## config.mk

```make
export PLATFORM = sky130hd
export DESIGN_NAME = param_commit_sched_flat
export DESIGN_NICKNAME = d
export VERILOG_FILES = /design/src/rtl/param_commit_sched_if.sv /design/src/rtl/param_commit_sched.sv /design/src/flat_wrapper.sv
export SDC_FILE = /design/constraint.sdc
export NUM_CORES = 1
export LEC_CHECK = 0
export CORE_ASPECT_RATIO = 0.6
export CORE_MARGIN = 2
export CORE_UTILIZATION = 55
export DETAILED_ROUTE_END_ITERATION = 6
export GPL_TIMING_DRIVEN = 1
export PLACE_DENSITY = 0.86
export SLEW_MARGIN = 20
export SYNTH_ARGS = -nofsm -noshare
export SYNTH_HDL_FRONTEND = slang
export SYNTH_SLANG_ARGS = --single-unit
```

## constraint.sdc

```tcl
create_clock -name clk -period 3.8 [get_ports clk]
set_input_delay 0.38 -clock clk [delete_from_list [all_inputs] [get_ports clk]]
set_output_delay 0.38 -clock clk [all_outputs]
set_load 0.01 [all_outputs]
```

## src/rtl/param_commit_sched_if.sv

```systemverilog
// Host parameter-write channel: address/data request with valid/ready handshake.
// Latency: none, wires only.
// Backpressure: the slave lowers wr_ready and the master holds its request until accepted.
interface param_commit_sched_if;
   logic        wr_valid;
   logic        wr_ready;
   logic [2:0]  wr_addr;
   logic [31:0] wr_data;

   modport master (output wr_valid, output wr_addr, output wr_data, input wr_ready);
   modport slave  (input wr_valid, input wr_addr, input wr_data, output wr_ready);
endinterface

```

## src/rtl/param_commit_sched.sv

```systemverilog
// Purpose: queues host parameter writes and applies them to the live outputs only on sim_tick boundaries.
// Latency: tick in IDLE at cycle T with N queued -> pops end T+1..T+N, COMMIT is T+N+1, values and commit visible at T+N+2.
// Backpressure: wr_ready drops while the DEPTH-entry queue is full; writes are accepted in every FSM state.
module param_commit_sched #(
   parameter int unsigned DEPTH        = 4,
   parameter logic [31:0] HALF_CNT_RST = 32'd1,
   parameter logic [31:0] SYN_GAIN_RST = 32'd1
) (
   input  logic                       clk,
   input  logic                       reset_n,
   input  logic                       sim_tick,
   param_commit_sched_if.slave        wr,
   output logic [31:0]                ltp,
   output logic [31:0]                ltd,
   output logic [31:0]                p_delta,
   output logic [31:0]                syn_gain,
   output logic [31:0]                half_cnt,
   output logic                       commit,
   output logic [$clog2(DEPTH):0]     pending,
   output logic                       busy,
   output logic                       tick_late,
   output logic                       bad_addr
);
   localparam int PW = $clog2(DEPTH);
   localparam logic [PW:0] FULL = (PW + 1)'(DEPTH);
   localparam logic [2:0]  A_HALF = 3'd4;

   typedef struct packed {
      logic [2:0]  addr;
      logic [31:0] data;
   } entry_t;

   typedef enum logic [1:0] {IDLE, DRAIN, COMMIT} state_t;

   entry_t         mem [DEPTH];
   logic [PW-1:0]  wr_ptr;
   logic [PW-1:0]  rd_ptr;
   logic [PW:0]    count;
   entry_t         head;
   logic           push;
   logic           pop;

   state_t         state;
   logic [31:0]    shadow [0:4];
   logic [31:0]    live   [0:4];
   logic [4:0]     dirty;

   function automatic logic [31:0] rst_val(input int idx);
      case (idx)
         3:       rst_val = SYN_GAIN_RST;
         4:       rst_val = HALF_CNT_RST;
         default: rst_val = 32'd0;
      endcase
   endfunction

   assign wr.wr_ready = (count != FULL);
   assign push        = wr.wr_valid && wr.wr_ready;
   assign pop         = (state == DRAIN) && (count != '0);
   assign head        = mem[rd_ptr];

   assign pending  = count;
   assign busy     = (state != IDLE);
   assign ltp      = live[0];
   assign ltd      = live[1];
   assign p_delta  = live[2];
   assign syn_gain = live[3];
   assign half_cnt = live[4];

   // Queue storage: entries are written at the tail; contents need no reset.
   always_ff @(posedge clk) begin
      if (push) begin
         mem[wr_ptr] <= '{addr: wr.wr_addr, data: wr.wr_data};
      end
   end

   // Queue pointers and occupancy; pointers wrap naturally since DEPTH is a power of two.
   always_ff @(posedge clk) begin
      if (!reset_n) begin
         wr_ptr <= '0;
         rd_ptr <= '0;
         count  <= '0;
      end else begin
         if (push) wr_ptr <= wr_ptr + 1'b1;
         if (pop)  rd_ptr <= rd_ptr + 1'b1;
         case ({push, pop})
            2'b10:   count <= count + 1'b1;
            2'b01:   count <= count - 1'b1;
            default: count <= count;
         endcase
      end
   end

   // Step scheduler: drains the queue into shadows on a tick, then copies dirty shadows to live in one cycle.
   always_ff @(posedge clk) begin
      if (!reset_n) begin
         state     <= IDLE;
         commit    <= 1'b0;
         tick_late <= 1'b0;
         bad_addr  <= 1'b0;
         dirty     <= '0;
         for (int i = 0; i < 5; i++) begin
            live[i]   <= rst_val(i);
            shadow[i] <= rst_val(i);
         end
      end else begin
         commit <= 1'b0;
         case (state)
            IDLE: begin
               if (sim_tick) begin
                  if (count != '0)      state <= DRAIN;
                  else if (dirty != '0) state <= COMMIT;
               end
            end
            DRAIN: begin
               if (sim_tick) tick_late <= 1'b1;
               if (pop) begin
                  if (head.addr <= A_HALF) begin
                     // A zero divider half count would stall the clock generator.
                     shadow[head.addr] <= (head.addr == A_HALF && head.data == 32'd0) ? 32'd1 : head.data;
                     dirty[head.addr]  <= 1'b1;
                  end else begin
                     bad_addr <= 1'b1;
                  end
               end
               // Entries arriving during the drain belong to this step as well.
               if (count == (PW + 1)'(1) && !push) state <= COMMIT;
            end
            COMMIT: begin
               if (sim_tick) tick_late <= 1'b1;
               for (int i = 0; i < 5; i++) begin
                  if (dirty[i]) live[i] <= shadow[i];
               end
               dirty  <= '0;
               commit <= 1'b1;
               state  <= IDLE;
            end
            default: state <= IDLE;
         endcase
      end
   end
endmodule

```

## src/flat_wrapper.sv

```systemverilog
// flat-port wrapper written by rule: the top's interface ports become plain ports
module param_commit_sched_flat 
#(
   parameter int unsigned DEPTH        = 4,
   parameter logic [31:0] HALF_CNT_RST = 32'd1,
   parameter logic [31:0] SYN_GAIN_RST = 32'd1
)
  (clk, reset_n, sim_tick, ltp, ltd, p_delta, syn_gain, half_cnt, commit, pending, busy, tick_late, bad_addr, wr_wr_valid, wr_wr_addr, wr_wr_data, wr_wr_ready);
  param_commit_sched_if wr_i ();
  input  logic clk;
  input  logic reset_n;
  input  logic sim_tick;
  output logic [31:0] ltp;
  output logic [31:0] ltd;
  output logic [31:0] p_delta;
  output logic [31:0] syn_gain;
  output logic [31:0] half_cnt;
  output logic commit;
  output logic [$clog2(DEPTH):0] pending;
  output logic busy;
  output logic tick_late;
  output logic bad_addr;
  input wire logic [$bits(wr_i.wr_valid)-1:0] wr_wr_valid;
  input wire logic [$bits(wr_i.wr_addr)-1:0] wr_wr_addr;
  input wire logic [$bits(wr_i.wr_data)-1:0] wr_wr_data;
  output wire logic [$bits(wr_i.wr_ready)-1:0] wr_wr_ready;
  assign wr_i.wr_valid = wr_wr_valid;
  assign wr_i.wr_addr = wr_wr_addr;
  assign wr_i.wr_data = wr_wr_data;
  assign wr_wr_ready = wr_i.wr_ready;
  param_commit_sched #(.DEPTH(DEPTH), .HALF_CNT_RST(HALF_CNT_RST), .SYN_GAIN_RST(SYN_GAIN_RST)) u_core (.clk(clk), .reset_n(reset_n), .sim_tick(sim_tick), .wr(wr_i), .ltp(ltp), .ltd(ltd), .p_delta(p_delta), .syn_gain(syn_gain), .half_cnt(half_cnt), .commit(commit), .pending(pending), .busy(busy), .tick_late(tick_late), .bad_addr(bad_addr));
endmodule
```

==> impl_results.rst <==
.. list-table::
   :header-rows: 1

   * - Metric
     - Value
   * - Result of the run
     - completed
   * - Startpoint kind of the worst setup timing path
     - flop
   * - Cells along the critical path
     - buf_4, mux4_2, nor4_1, nand4_1, or3_1, o31ai_1
   * - Worst Min Path Start
     - wr_wr_data[5]
   * - Setup repair after global routing missed its margin
     - false
   * - Post-CTS Setup Inserts
     - 0
   * - WP buf/inv
     - 1
   * - Top delay family on crit path
     - simple AND/OR/NAND/NOR gates
   * - Leading cell types by total area after synthesis
     - sky130_fd_sc_hd__edfxtp_1, sky130_fd_sc_hd__and2_1, sky130_fd_sc_hd__nor2_1, sky130_fd_sc_hd__mux4_2, sky130_fd_sc_hd__mux2i_1
   * - Final standard cell count with taps included and fillers excluded
     - between 1500 and 2000
   * - Wire length of the first global-routing pass
     - a little over 60000 um
   * - Cell area after placement
     - between 20000 and 25000 um^2
   * - Die area
     - 34660 um^2
   * - R2R Setup Slk
     - between 0.7 and 0.8 ns
   * - Final instance area
     - between 20000 and 25000 um^2
   * - Crit path largest cell delay
     - around 0.58 ns
   * - Inserted Clock Buffers
     - 42
   * - Worst setup EP type
     - flop
   * - # IOs
     - between 200 and 250
   * - Largest vdd supply drop
     - approximately 0.00037 V
   * - Chip Height
     - around 150 um
   * - Area growth from synthesis to layout
     - 22.07%
   * - Top achievable clock speed
     - 332.8 MHz
   * - Pre-CTS setup slack
     - 0.8585 ns
   * - Most frequently used cell type in the post-synthesis netlist
     - sky130_fd_sc_hd__edfxtp_1
   * - Proportion of register bits with asynchronous set or reset after synthesis
     - 0%
   * - Clock tree from TritonCTS
     - yes
   * - EDFF count, synth
     - 460
   * - Final total power
     - around 12 mW
   * - Total half-perimeter wirelength after legalization and detailed placement
     - roughly 26000 um
   * - DR pass1 iterations
     - 5
   * - Worst-path cell with the longest stage delay
     - sky130_fd_sc_hd__mux4_2
   * - Antenna cells
     - 0
   * - MaxCap Viol Count
     - 0
   * - Post-CTS Resized
     - 0
   * - Distinct cell type count of the synthesized netlist
     - 42
   * - WS Path Type
     - reg2reg
   * - CP max FO
     - 27
   * - Average cell area after synthesis
     - around 16 um^2
   * - Mapped cell area
     - about 18000 um^2
   * - Total wirelength of the detailed-routed design
     - between 40000 and 50000 um
   * - Port Buffers
     - approximately 210
   * - Post-CTS clock slew at the launch and capture registers of the worst setup and hold paths
     - 0.07 ns
   * - Avg Vias per Cell
     - 5.580
   * - Reg-to-reg endpoint
     - u_core.shadow[4][0]
   * - Area share of the largest cell type after synthesis
     - 75.77%
   * - Actual slew at the worst max-slew pin
     - around 0.84 ns
   * - Num rows
     - between 50 and 60
   * - Routed wire length per instance
     - 22.56 um
   * - Clock root buffer master
     - sky130_fd_sc_hd__clkbuf_16
   * - Clock sink count
     - about 480
   * - Initial DRC count
     - ~830
   * - Clock H-tree levels
     - 2
   * - Share of the yosys chip area belonging to registers
     - 77.86%
   * - Total grt overflow
     - 0
   * - Hold-fix buffers at CTS
     - 0
   * - List of most frequent post-synthesis cells
     - sky130_fd_sc_hd__edfxtp_1, sky130_fd_sc_hd__nor2_1, sky130_fd_sc_hd__and2_1
   * - Leak Pwr
     - a little under 8 nW
   * - Primary FF master, synth
     - sky130_fd_sc_hd__edfxtp_1
   * - Cell count after synthesis
     - around 1100
   * - Residual antenna-violating net count after detailed routing
     - 0
   * - Insertion delay to the later sink of the worst-skew pair
     - ~0.55 ns
   * - Aggregate global-route resource usage
     - around a quarter
   * - Synth Warn #
     - 0
   * - Arrival time of data at the critical path endpoint
     - about 3.4 ns
   * - Final net count
     - about 1400
   * - Number of cells on the worst hold path
     - 1
   * - Floorplan Core Area
     - 32540 um^2
   * - Rel. slew slack
     - 43.66%
   * - Cell total after placement
     - between 1500 and 2000
   * - CTS max path bufs
     - 3
   * - Endpoint of the worst hold-timing path
     - u_core.mem[0][5]
   * - Via count
     - roughly 10000
   * - Period utilization
     - around 79%
   * - Number of antenna violations at the first check in global routing
     - 0
   * - Count of final hold-check violations
     - 0
   * - GPL Wtd Cong
     - 0.8405
   * - Number of storage elements in the synthesis netlist
     - 479
   * - Pin count of the biggest net entering global routing
     - 83
   * - Final worst path period need
     - around 3.0 ns
   * - Width of the chip
     - ~240 um
   * - Initial standard-cell utilization of the core
     - between 50 and 60%
   * - Number of failing setup endpoints in the final timing report
     - 0
   * - Synthesized Nets
     - around 1200
   * - Cell taking the most area after synthesis
     - sky130_fd_sc_hd__edfxtp_1
   * - Setup total negative slack
     - 0 ns
   * - Setup slack after layout
     - slightly below 0.8 ns
   * - Pins over their slew limit
     - 0
   * - Required time reported for the critical path endpoint
     - around 4.2 ns
   * - Power per unit of standard cell area
     - 535.0 nW/um^2
   * - Layout cell share with drive strength beyond 1
     - under 10%
   * - Worst Hold Class
     - in2reg
   * - Logic depth of the worst register-to-register path
     - 6
   * - Post-route DRC
     - 0
   * - Clock skew after layout
     - between 0.015 and 0.02 ns
   * - Vias in the first global route
     - around 10000
cell usage in the layout, fill, tap and decap left out, types with 2 or more instances in the layout:
cell,count
sky130_fd_sc_hd__edfxtp_1,460
sky130_fd_sc_hd__clkdlybuf4s50_1,206
sky130_fd_sc_hd__nor2_1,172
sky130_fd_sc_hd__and2_1,166
sky130_fd_sc_hd__nand2_1,56
sky130_fd_sc_hd__clkbuf_16,45
sky130_fd_sc_hd__mux2i_1,41
sky130_fd_sc_hd__buf_4,30
sky130_fd_sc_hd__o21ai_1,23
sky130_fd_sc_hd__mux4_2,19
sky130_fd_sc_hd__dfxtp_1,17
sky130_fd_sc_hd__mux2_1,15
sky130_fd_sc_hd__mux2_2,15
sky130_fd_sc_hd__clkinv_1,15
sky130_fd_sc_hd__ha_1,12
sky130_fd_sc_hd__inv_1,11
sky130_fd_sc_hd__a21oi_1,8
sky130_fd_sc_hd__o21ai_0,7
sky130_fd_sc_hd__clkbuf_1,6
sky130_fd_sc_hd__xnor2_1,5
sky130_fd_sc_hd__nand4_1,5
sky130_fd_sc_hd__bufinv_16,5
sky130_fd_sc_hd__clkinv_2,5
sky130_fd_sc_hd__and3_1,4
sky130_fd_sc_hd__nor2b_1,4
sky130_fd_sc_hd__or3_1,4
sky130_fd_sc_hd__nand3_1,3
sky130_fd_sc_hd__a21boi_1,2
sky130_fd_sc_hd__mux4_1,2
sky130_fd_sc_hd__nor4_1,2
logic make-up (layout without fill, tap and decap cells):
group	Yosys count	after routing	share of synthesized area, %
compound gates	47	47	1.414
xor+xnor	5	5	0.2402
fa+ha+maj	12	12	0.8236
buf+inv	63	325	1.414
flops	479	479	77.86
mux	92	92	6.740
simple gates	425	425	11.51
power by group:
part / switching, mW / internal (mW) / total (mW)
Combinational: 0.839 / 0.532 / 1.37
Sequential: 0.125 / 6.09 / 6.21
Clock: 1.84 / 2.49 / 4.32
stage by stage:
| step | hold WS [ns] | utilization, % |
|---|---|---|
| floorplan | 0.4498 | - |
| detailed placement | 0.4698 | 64.12 |
| global route | 0.4388 | 68.38 |
| finish | 0.4553 | 68.38 |
| CTS | 0.4345 | 68.38 |
| global placement | 0.4520 | 64.12 |
layout make-up:
cell class                      instances  area, um^2
Sequential cell                       479       14200
Fill cell                            2113       10290
Multi-Input combinational cell        581        3789
Timing Repair Buffer                  237        2307
Clock buffer                           51        1149
Tap cell                              424       530.5
Clock inverter                         26       239.0
Inverter                               11       41.29
how the worst max path moves through the flow:
stage | startpoint | to | slack, ns | depth (start not counted)
floorplan | flop | u_core.shadow[4][0] | 0.88 | 6
global placement | flop | u_core.shadow[4][0] | 1.00 | 6
detailed placement | flop | u_core.shadow[4][0] | 0.86 | 6
CTS | flop | u_core.shadow[4][0] | 0.86 | 6
global route | u_core.pending[0] | u_core.shadow[1][19] | 0.72 | 9
finish | flop | u_core.shadow[4][0] | 0.80 | 6
flip-flops by register name, indices dropped and copies added, names as in the netlist, named ones only:
name,cells
u_core.live,160
u_core.shadow,160
u_core.mem,140
u_core.dirty,5
u_core.pending,3
u_core.rd_ptr,2
u_core.state,2
u_core.wr_ptr,2
u_core.bad_addr,1
u_core.commit,1
u_core.tick_late,1
per-layer routing:
metal / wire length [um] / part of all wire, % / vias to the layer above / track usage [%]
met4: 673 / 1.6 / 0 / 5.125
met5: 0 / 0 / - / 0
li1: - / - / 4513 / -
met2: 19690 / 48 / 446 / 38.71
met3: 3073 / 7.5 / 58 / 4.376
met1: 17370 / 43 / 5078 / 33.86
(Power assumes the default switching activity.)
